File: src/rtl/cdb_arbiter_pkg.sv
// Shared constants for the common data bus arbiter: default tag width, source
// indices and the packed {value, tag} entry width.
package cdb_arbiter_pkg;

  localparam int unsigned CDB_ROB_WIDTH = 4;
  localparam int unsigned CDB_NUM_SRC   = 3;

  // Source indices on the CDB (cdb_src encoding).
  localparam int unsigned SRC_ALU  = 0;
  localparam int unsigned SRC_LOAD = 1;
  localparam int unsigned SRC_BR   = 2;

  localparam int unsigned CDB_ENTRY_W = 32 + CDB_ROB_WIDTH;

  // Width of one queued result: 32-bit value above a ROB tag.
  function automatic int unsigned cdb_entry_w(input int unsigned rob_width);
    return 32 + rob_width;
  endfunction

endpackage

File: src/rtl/cdb_src_fifo.sv
// Single-source result FIFO. Count is kept separately from the pointers so
// full and empty are distinct; flush empties the queue in one cycle.
module cdb_src_fifo #(
  parameter int unsigned Width = 36,
  parameter int unsigned Depth = 2,
  localparam int unsigned CntW = $clog2(Depth) + 1
) (
  input  logic             clk_i,
  input  logic             rst_ni,
  input  logic             flush_i,
  input  logic             push_i,
  input  logic             pop_i,
  input  logic [Width-1:0] data_i,
  output logic [Width-1:0] head_o,
  output logic [CntW-1:0]  count_o
);

  localparam int unsigned PtrW = $clog2(Depth);

  logic [Width-1:0] mem_q [Depth];
  logic [PtrW-1:0]  head_q, head_d, tail_q, tail_d;
  logic [CntW-1:0]  count_q, count_d;

  // Next pointers and occupancy; flush wins over push/pop.
  always_comb begin
    head_d  = head_q;
    tail_d  = tail_q;
    count_d = count_q;
    if (flush_i) begin
      head_d  = '0;
      tail_d  = '0;
      count_d = '0;
    end else begin
      if (push_i) tail_d = tail_q + PtrW'(1);
      if (pop_i)  head_d = head_q + PtrW'(1);
      case ({push_i, pop_i})
        2'b10:   count_d = count_q + CntW'(1);
        2'b01:   count_d = count_q - CntW'(1);
        default: count_d = count_q;
      endcase
    end
  end

  // Pointer and count registers.
  always_ff @(posedge clk_i or negedge rst_ni) begin
    if (!rst_ni) begin
      head_q  <= '0;
      tail_q  <= '0;
      count_q <= '0;
    end else begin
      head_q  <= head_d;
      tail_q  <= tail_d;
      count_q <= count_d;
    end
  end

  // Storage needs no reset; only slots below count are ever read out.
  always_ff @(posedge clk_i) begin
    if (push_i && !flush_i) mem_q[tail_q] <= data_i;
  end

  assign head_o  = mem_q[head_q];
  assign count_o = count_q;

endmodule

File: src/rtl/cdb_arbiter.sv
// Common data bus arbiter: per-source FIFOs drained round-robin, one head per
// cycle, onto a registered broadcast feeding the ROB and reservation stations.
module cdb_arbiter
  import cdb_arbiter_pkg::*;
#(
  parameter int unsigned ROB_WIDTH  = CDB_ROB_WIDTH,
  parameter int unsigned NUM_SRC    = CDB_NUM_SRC,
  parameter int unsigned FIFO_DEPTH = 2,
  localparam int unsigned SrcW      = (NUM_SRC > 1) ? $clog2(NUM_SRC) : 1
) (
  input  logic                       clk_in,
  input  logic                       rst_in,
  input  logic                       rdy_in,
  input  logic                       clear_signal,
  input  logic [NUM_SRC-1:0]         src_valid,
  input  logic [NUM_SRC*32-1:0]      src_value,
  input  logic [NUM_SRC*ROB_WIDTH-1:0] src_tag,
  output logic [NUM_SRC-1:0]         src_ready,
  output logic                       cdb_valid,
  output logic [31:0]                cdb_value,
  output logic [ROB_WIDTH-1:0]       cdb_tag,
  output logic [SrcW-1:0]            cdb_src
);

  localparam int unsigned EntryW = cdb_entry_w(ROB_WIDTH);
  localparam int unsigned CntW   = $clog2(FIFO_DEPTH) + 1;
  localparam logic [CntW-1:0] DepthCnt = CntW'(FIFO_DEPTH);

  logic [NUM_SRC-1:0] push, pop, nonempty;
  logic [EntryW-1:0]  head [NUM_SRC];
  logic [CntW-1:0]    count [NUM_SRC];
  logic               flush;

  logic               grant_valid;
  logic [SrcW-1:0]    grant_idx, rr_next, rr_ptr_q;
  logic [EntryW-1:0]  grant_entry;

  logic               cdb_valid_q;
  logic [31:0]        cdb_value_q;
  logic [ROB_WIDTH-1:0] cdb_tag_q;
  logic [SrcW-1:0]    cdb_src_q;

  assign flush = rdy_in & clear_signal;

  for (genvar i = 0; i < NUM_SRC; i++) begin : g_src
    // Ready depends only on registered occupancy, so a full FIFO never
    // accepts, even when it is being popped in the same cycle.
    assign src_ready[i] = count[i] < DepthCnt;
    assign nonempty[i]  = count[i] != '0;
    assign push[i]      = rdy_in & ~clear_signal & src_valid[i] & src_ready[i];

    cdb_src_fifo #(
      .Width(EntryW),
      .Depth(FIFO_DEPTH)
    ) u_fifo (
      .clk_i  (clk_in),
      .rst_ni (rst_in),
      .flush_i(flush),
      .push_i (push[i]),
      .pop_i  (pop[i]),
      .data_i ({src_value[32*i +: 32], src_tag[ROB_WIDTH*i +: ROB_WIDTH]}),
      .head_o (head[i]),
      .count_o(count[i])
    );
  end

  // Round-robin scan: first non-empty source starting at rr_ptr.
  always_comb begin
    logic [SrcW-1:0] idx;
    idx         = '0;
    grant_valid = 1'b0;
    grant_idx   = '0;
    grant_entry = '0;
    for (int unsigned k = 0; k < NUM_SRC; k++) begin
      idx = SrcW'((32'(rr_ptr_q) + k) % NUM_SRC);
      if (!grant_valid && nonempty[idx]) begin
        grant_valid = 1'b1;
        grant_idx   = idx;
        grant_entry = head[idx];
      end
    end
    rr_next = (32'(grant_idx) == NUM_SRC - 1) ? '0 : grant_idx + SrcW'(1);
  end

  // Pop the granted head only on an active, non-flush cycle.
  always_comb begin
    pop = '0;
    if (rdy_in && !clear_signal && grant_valid) pop[grant_idx] = 1'b1;
  end

  // Registered broadcast and round-robin pointer; everything holds while paused.
  always_ff @(posedge clk_in or negedge rst_in) begin
    if (!rst_in) begin
      cdb_valid_q <= 1'b0;
      cdb_value_q <= '0;
      cdb_tag_q   <= '0;
      cdb_src_q   <= '0;
      rr_ptr_q    <= '0;
    end else if (rdy_in) begin
      if (clear_signal) begin
        cdb_valid_q <= 1'b0;
        rr_ptr_q    <= '0;
      end else if (grant_valid) begin
        cdb_valid_q <= 1'b1;
        cdb_value_q <= grant_entry[EntryW-1 -: 32];
        cdb_tag_q   <= grant_entry[ROB_WIDTH-1:0];
        cdb_src_q   <= grant_idx;
        rr_ptr_q    <= rr_next;
      end else begin
        cdb_valid_q <= 1'b0;
      end
    end
  end

  assign cdb_valid = cdb_valid_q;
  assign cdb_value = cdb_value_q;
  assign cdb_tag   = cdb_tag_q;
  assign cdb_src   = cdb_src_q;

endmodule

File: config.mk
export PLATFORM = sky130hd
export DESIGN_NAME = cdb_arbiter
export DESIGN_NICKNAME = d
export VERILOG_FILES = /design/src/rtl/cdb_arbiter_pkg.sv /design/src/rtl/cdb_src_fifo.sv /design/src/rtl/cdb_arbiter.sv
export SDC_FILE = /design/constraint.sdc
export NUM_CORES = 1
export LEC_CHECK = 0
export CELL_PAD_IN_SITES_DETAIL_PLACEMENT = 1
export CELL_PAD_IN_SITES_GLOBAL_PLACEMENT = 1
export CORE_ASPECT_RATIO = 0.9
export CORE_MARGIN = 1
export CORE_UTILIZATION = 41
export CTS_CLUSTER_DIAMETER = 40
export CTS_CLUSTER_SIZE = 12
export DETAILED_ROUTE_END_ITERATION = 12
export PLACE_DENSITY = 0.83
export REMOVE_ABC_BUFFERS = 1
export SYNTH_ARGS = -nofsm -noshare
export SYNTH_HDL_FRONTEND = slang
export SYNTH_SLANG_ARGS = --single-unit
File: constraint.sdc
create_clock -name clk_in -period 3.8 [get_ports clk_in]
set_clock_uncertainty 0.2 [all_clocks]
set_input_delay 0.76 -clock clk_in [delete_from_list [all_inputs] [get_ports clk_in]]
set_output_delay 0.76 -clock clk_in [all_outputs]
set_load 0.005 [all_outputs]
==> key figures, run 1 <==
Pwr
  • Gate power share: 37.6%
  • Max VDD drop: 0.408 mV
  • Cell Pwr Density: 762 nW/um2
  • Sequential power share: 31.5%
  • Clock power share: 31.0%
  • NetSw: 0.00435 W
  • Leak: 5.72 nW
  • Switching part of the total power: 35.5%
  • Total power: 0.0122 W
  • Internal: 0.00790 W

Critical path
  • Reg2Reg Depth: 8
  • CP Max Fanout: 75
  • CP peak stage delay: 0.68 ns
  • Data required, critical path: 3.95 ns
  • Worst path bufs/invs: 2
  • Worst EP arrival: 3.61 ns
  • Worst R2R End: cdb_value[0]
  • Crit path max-delay family: buffers and inverters
  • Reg2reg start: rr_ptr_q[1]
  • Crit-path cells: inv_1 -> ha_4 -> nor2_1 -> a21boi_0 -> or3_1 -> o31ai_4 -> buf_4 -> o21ai_0
  • CP Capture Type: flop
  • Slowest cell on crit path: buf_4
  • Startpoint types: flop
  • Crit Path Category: flop to flop
  • R2R Setup Slk: 0.35 ns

Yosys
  • Leading area contributor after synthesis: edfxtp_1
  • FF+latch count, synth: 269
  • Largest family of logic cells by synthesized area: compound AO/OA/AOI/OAI gates
  • Cell variety after synth: 51
  • Simple-Gate Fraction of Synth Area: 5.65%
  • Ranking of synthesized cells by area: edfxtp_1, dfrtp_1, mux2i_1
  • Adder-Cell Fraction of Synth Area: 0.398%
  • Average cell area after synthesis: 12.4 um2
  • Synth Area in XOR/XNOR: 0.488%
  • Yosys warns: 0
  • Compound-Gate Fraction of Synth Area: 18.1%
  • Mux cell area share after synthesis: 10.3%
  • Main synth FF type: edfxtp_1
  • Synth top area share: 51.6%
  • Cells after Synth: 1015
  • Most frequent cell after synthesis: edfxtp_1
  • Most common library cells after synthesis: edfxtp_1, o21ai_0, mux2i_1
  • Sequential-to-total area share from yosys stat: 62.1%
  • Post-synth EDFFs: 216
  • Mapped Area: 12600 um2
  • Post-synth ARST share: 19.7%

Cells and area
  • Finished Core Util: 53.5%
  • Area grow syn2layout: 27.8%
  • ANT cells: 0
  • Multi-input logic area: 4470 um2
  • Nets: 1280
  • Non-filler cells, final: 1594
  • Finished Cell Area: 16100 um2
  • Final-layout fill cell count: 3050
  • Sequential Area: 7820 um2
  • Share of layout cells above drive strength 1: 13.0%

Min path
  • Tightest Hold Check Type: primary input to asynchronous set/reset pin

Clock tree
  • CTS Hold Bufs: 0
  • Htree depth: 2
  • CTS sink cnt: 269
  • CTS tree: yes
  • Number of post-CTS setup repair buffers: 0
  • Clk_lat worst skew: 0.52 ns
  • CTS buffer count: 38
  • CTS Root Cell: clkbuf_16
  • Post_cts resized: 0
  • Clock-pin slew on the worst setup and hold paths: 0.05 ns
  • Clock Tree Buf Depth: 3

Place
  • Port bufs: 156
  • HPWL after detailed placement: 23500 um
  • Placed inst area: 14700 um2
  • DP Worst Slack: 0.427 ns
  • Placed Cells: 1524
  • RePlAce Congestion: 0.801

STA
  • Final Hold Violating Endpoints: 0
  • F_max: 290 MHz
  • Worst-Margin Slew: 0.924 ns
  • Rel. slew slack: 38.4%
  • Final worst setup slack: 0.348 ns
  • Fin crit period: 3.45 ns
  • Max-slew violation count: 0
  • RSZ-0062 raised after global routing: no
  • Setup Viol. Count Final: 0
  • Final worst-path cycle share: 90.8%

Floorplan
  • Die width: 187 um
  • # IOs: 157
  • Die Ht: 168 um
  • Starting Density: 41.9%
  • FP Rows: 60
  • Full die area: 31400 um2
  • Core Region: 30000 um2

Global route
  • Initial antenna violation count: 0
  • Vias in the first global route: 10.2k
  • Final global-route overflow total: 0
  • Largest net degree at the start of global routing: 88
  • First-pass GRT wire length: 58800 um
  • All-Layer GR Usage: 24.4%

Routing
  • Vias per cell: 5.92
  • DR WL/cell: 23.9 um
  • Drt initial violations: 770
  • Drt first pass iters: 5
  • Routed Antenna Nets: 0
  • Routed vias: 9430
  • Drt total wl: 38100 um
  • Drc violations: 0

Run
  • Number of max-cap violations: 0

Run status
  • Status: finished, final reports clean
-- metal layers --
metal | vias to the layer above | part of all wire [%] | track usage [%]
met5 | - | 0 | 0
met4 | 0 | 3.5 | 10.3
met3 | 93 | 6.2 | 4.29
met2 | 409 | 48 | 40.6
met1 | 4752 | 42 | 31.5
li1 | 4176 | - | -
-- area by class of cell --
type / instances / area share, %
Tap cell: 403 / 3.14
Inverter: 12 / 0.280
Timing Repair Buffer: 185 / 11.5
Clock inverter: 25 / 1.97
Clock buffer: 45 / 6.60
Sequential cell: 269 / 48.6
Multi-Input combinational cell: 655 / 27.8
-- cell usage in the layout (no fill, tap or decap), drive strengths merged, types with 5 or more instances in the layout --
master / netlist / final
a22o: 34 / 34
mux2: 36 / 36
nor2: 55 / 55
a211o: 72 / 72
nor3: 11 / 11
edfxtp: 216 / 216
xnor2: 5 / 5
o22ai: 24 / 24
nor2b: 6 / 6
dfrtp: 53 / 53
a21oi: 44 / 44
nand2: 85 / 85
bufinv: 0 / 6
mux2i: 89 / 89
clkbuf: 62 / 45
buf: 17 / 30
clkinv: 0 / 11
inv: 12 / 18
a21o: 5 / 5
o21ai: 149 / 149
clkdlybuf4s50: 0 / 155
-- registers in the layout, indices dropped and copies added, names as in the netlist --
name / count
cdb_tag: 4
g_src.u_fifo.count_o: 6
cdb_src: 2
rr_ptr_q: 2
cdb_value: 32
g_src.u_fifo.tail_q: 3
cdb_valid: 1
g_src.u_fifo.mem_q: 216
g_src.u_fifo.head_q: 3
-- kinds of logic (layout without fill, tap and decap cells) --
logic type      count (synthesis)  in the layout
compound gates                350            350
flops                         269            269
simple gates                  169            169
mux                           125            125
buf+inv                        91            267
xor+xnor                        7              7
fa+ha+maj                       4              4
-- power groups by stage --
stage	combinational (W)	clock, W	sequential, W
after detailed placement	0.00445	0	0.00391
after floorplan	0.00269	0	0.00386
after global routing	0.00495	0.00395	0.00389
final	0.00460	0.00379	0.00386
after global placement	0.00423	0	0.00390
after CTS	0.00454	0.00384	0.00386
-- per-stage QoR --
stage                     setup TNS (ns)  hold slack, ns
after floorplan                  -223.31           0.264
after detailed placement               0           0.278
after global routing                   0           0.199
after global placement                 0           0.266
after CTS                              0           0.159
final                                  0           0.133
-- worst max path at each step --
stage                      from                         end  slack (ns)  cells after the start
finish              rr_ptr_q[1]                cdb_value[0]        0.35                      8
global route        rr_ptr_q[1]                cdb_value[0]        0.13                      8
CTS                 rr_ptr_q[1]               cdb_value[20]        0.35                      8
detailed placement  rr_ptr_q[1]               cdb_value[20]        0.43                      8
global placement    rr_ptr_q[1]                  cdb_tag[2]        0.57                      9
floorplan           rr_ptr_q[1]  g_src[1].u_fifo.count_o[0]       -3.29                      9
Note: power is estimated with default switching activity, not from simulation.
==> run 2: changes to the inputs <==
--- a/config.mk
+++ b/config.mk
@@ -10,7 +10,7 @@
 export CORE_ASPECT_RATIO = 0.9
 export CORE_MARGIN = 1
 export CORE_UTILIZATION = 41
-export CTS_CLUSTER_DIAMETER = 40
+export CTS_CLUSTER_DIAMETER = 100
 export CTS_CLUSTER_SIZE = 12
 export DETAILED_ROUTE_END_ITERATION = 12
 export PLACE_DENSITY = 0.83
==> key figures, run 2 (same netlist as run 1, synthesis figures left out) <==
Routing
  • Met2 WL: 18200 um
  • Highest Signal Layer: met4
  • WL met3: 2140 um
  • Routed Antenna Nets: 0
  • Drc violations: 0
  • Drt total wl: 37200 um
  • DR WL/cell: 23.6 um
  • Routed vias: 9208
  • Vias per cell: 5.86
  • Drt first pass iters: 5
  • Met1 WL: 15800 um
  • Drt initial violations: 784

Global route
  • Final global-route overflow total: 0
  • Vias in the first global route: 9994
  • All-Layer GR Usage: 23.6%
  • Initial antenna violation count: 0
  • First-pass GRT wire length: 57400 um
  • Largest net degree at the start of global routing: 88

STA
  • Final Hold Violating Endpoints: 0
  • Setup Viol. Count Final: 0
  • Worst-Margin Slew: 0.934 ns
  • RSZ-0062 raised after global routing: no
  • Final worst-path cycle share: 90.4%
  • Fin crit period: 3.44 ns
  • Max-slew violation count: 0
  • Rel. slew slack: 37.7%
  • Setup TNS: 0 ns
  • Final worst setup slack: 0.363 ns
  • F_max: 291 MHz

Clock tree
  • Clk_lat worst skew: 0.55 ns
  • CTS tree: yes
  • Clock Tree Buf Depth: 3
  • CTS Root Cell: clkbuf_16
  • Number of post-CTS setup repair buffers: 0
  • Post_cts resized: 0
  • Clock-pin slew on the worst setup and hold paths: 0.07 ns
  • CTS sink cnt: 269
  • Htree depth: 1
  • CTS Hold Bufs: 0
  • CTS buffer count: 26

Cells and area
  • ANT cells: 0
  • Commonest non-fill, non-tap cell in the layout: edfxtp_1
  • Most frequent cells in the layout: edfxtp_1, clkdlybuf4s50_1, o21ai_0
  • Non-filler cells, final: 1572
  • Area grow syn2layout: 22.8%
  • Nets: 1268
  • Most flops, register: g_src.u_fifo.mem_q
  • Finished Core Util: 51.4%
  • Max FFs per register: 216
  • Share of layout cells above drive strength 1: 10.0%

Floorplan
  • FP Rows: 60
  • # IOs: 157
  • Full die area: 31400 um2
  • Die width: 187 um
  • Core Region: 30000 um2
  • Die Ht: 168 um
  • Starting Density: 41.9%

Pwr
  • Max VDD drop: 0.424 mV
  • Cell Pwr Density: 698 nW/um2
  • Leak: 5.39 nW

Place
  • RePlAce Congestion: 0.801
  • DP Worst Slack: 0.427 ns
  • Port bufs: 156
  • Placed Cells: 1524
  • HPWL after detailed placement: 23500 um

Critical path
  • Crit-path cells: inv_1 -> ha_4 -> nor2_1 -> a21boi_0 -> or3_1 -> o31ai_4 -> buf_4 -> o21ai_0
  • CP peak stage delay: 0.66 ns
  • Startpoint types: flop
  • Slowest cell on crit path: buf_4
  • Crit Path Category: flop to flop
  • Data required, critical path: 3.98 ns
  • Worst EP arrival: 3.62 ns
  • CP Max Fanout: 75
  • CP Capture Type: flop

Min path
  • Tightest Hold Check Type: primary input to asynchronous set/reset pin

Run status
  • Status: finished, final reports clean

Run
  • Number of max-cap violations: 0
run 2: where the power goes:
group / switching (W) / internal, W
clock: 0.00109 / 0.00129
combinational: 0.00261 / 0.00193
sequential: 0.000325 / 0.00353
run 2: through the flow:
stage | hold slack, ns | total power (W) | area, um2
detailed placement | 0.278 | 0.00836 | 14700
global route | 0.174 | 0.0113 | 15400
global placement | 0.266 | 0.00813 | 14700
finish | 0.130 | 0.0108 | 15400
floorplan | 0.264 | 0.00655 | 12300
CTS | 0.142 | 0.0108 | 15400
run 2: final timing paths:
kind	endpoint	depth (start not counted)	slack, ns	start
worst min-delay path	cdb_value[20]	1	0.13	rst_in
worst min register to register	cdb_value[16]	2	0.28	cdb_value[16]
max in group asynchronous	g_src[1].u_fifo.head_q	1	2.67	rst_in
min in group clk_in	cdb_value[16]	2	0.28	cdb_value[16]
worst max-delay path	cdb_value[29]	8	0.36	rr_ptr_q[1]
worst max register to register	cdb_value[29]	8	0.36	rr_ptr_q[1]
run 2: layout make-up:
type / instances / area, um2
clock inverter: 2 / 25.0
inverter: 12 / 45.0
multi-input combinational: 655 / 4470
tap: 403 / 504
timing repair buffer: 185 / 1850
fill: 3106 / 14600
sequential: 269 / 7820
clock buffer: 46 / 726
run 2: critical path: cells and delay by family, from the launching register on:
family,cells,cell delay (ns)
adder cells (fa/ha/maj),1,0.46
buffers and inverters,2,0.80
AO/OA/AOI/OAI,3,0.72
flip-flops,1,0.44
AND/OR/NAND/NOR,2,0.62
run 2: per-layer routing:
layer,up-vias,global-route usage [%]
li1,4135,-
met1,4641,30.9
met2,358,40.3
met3,74,3.48
met4,0,7.48
met5,-,0
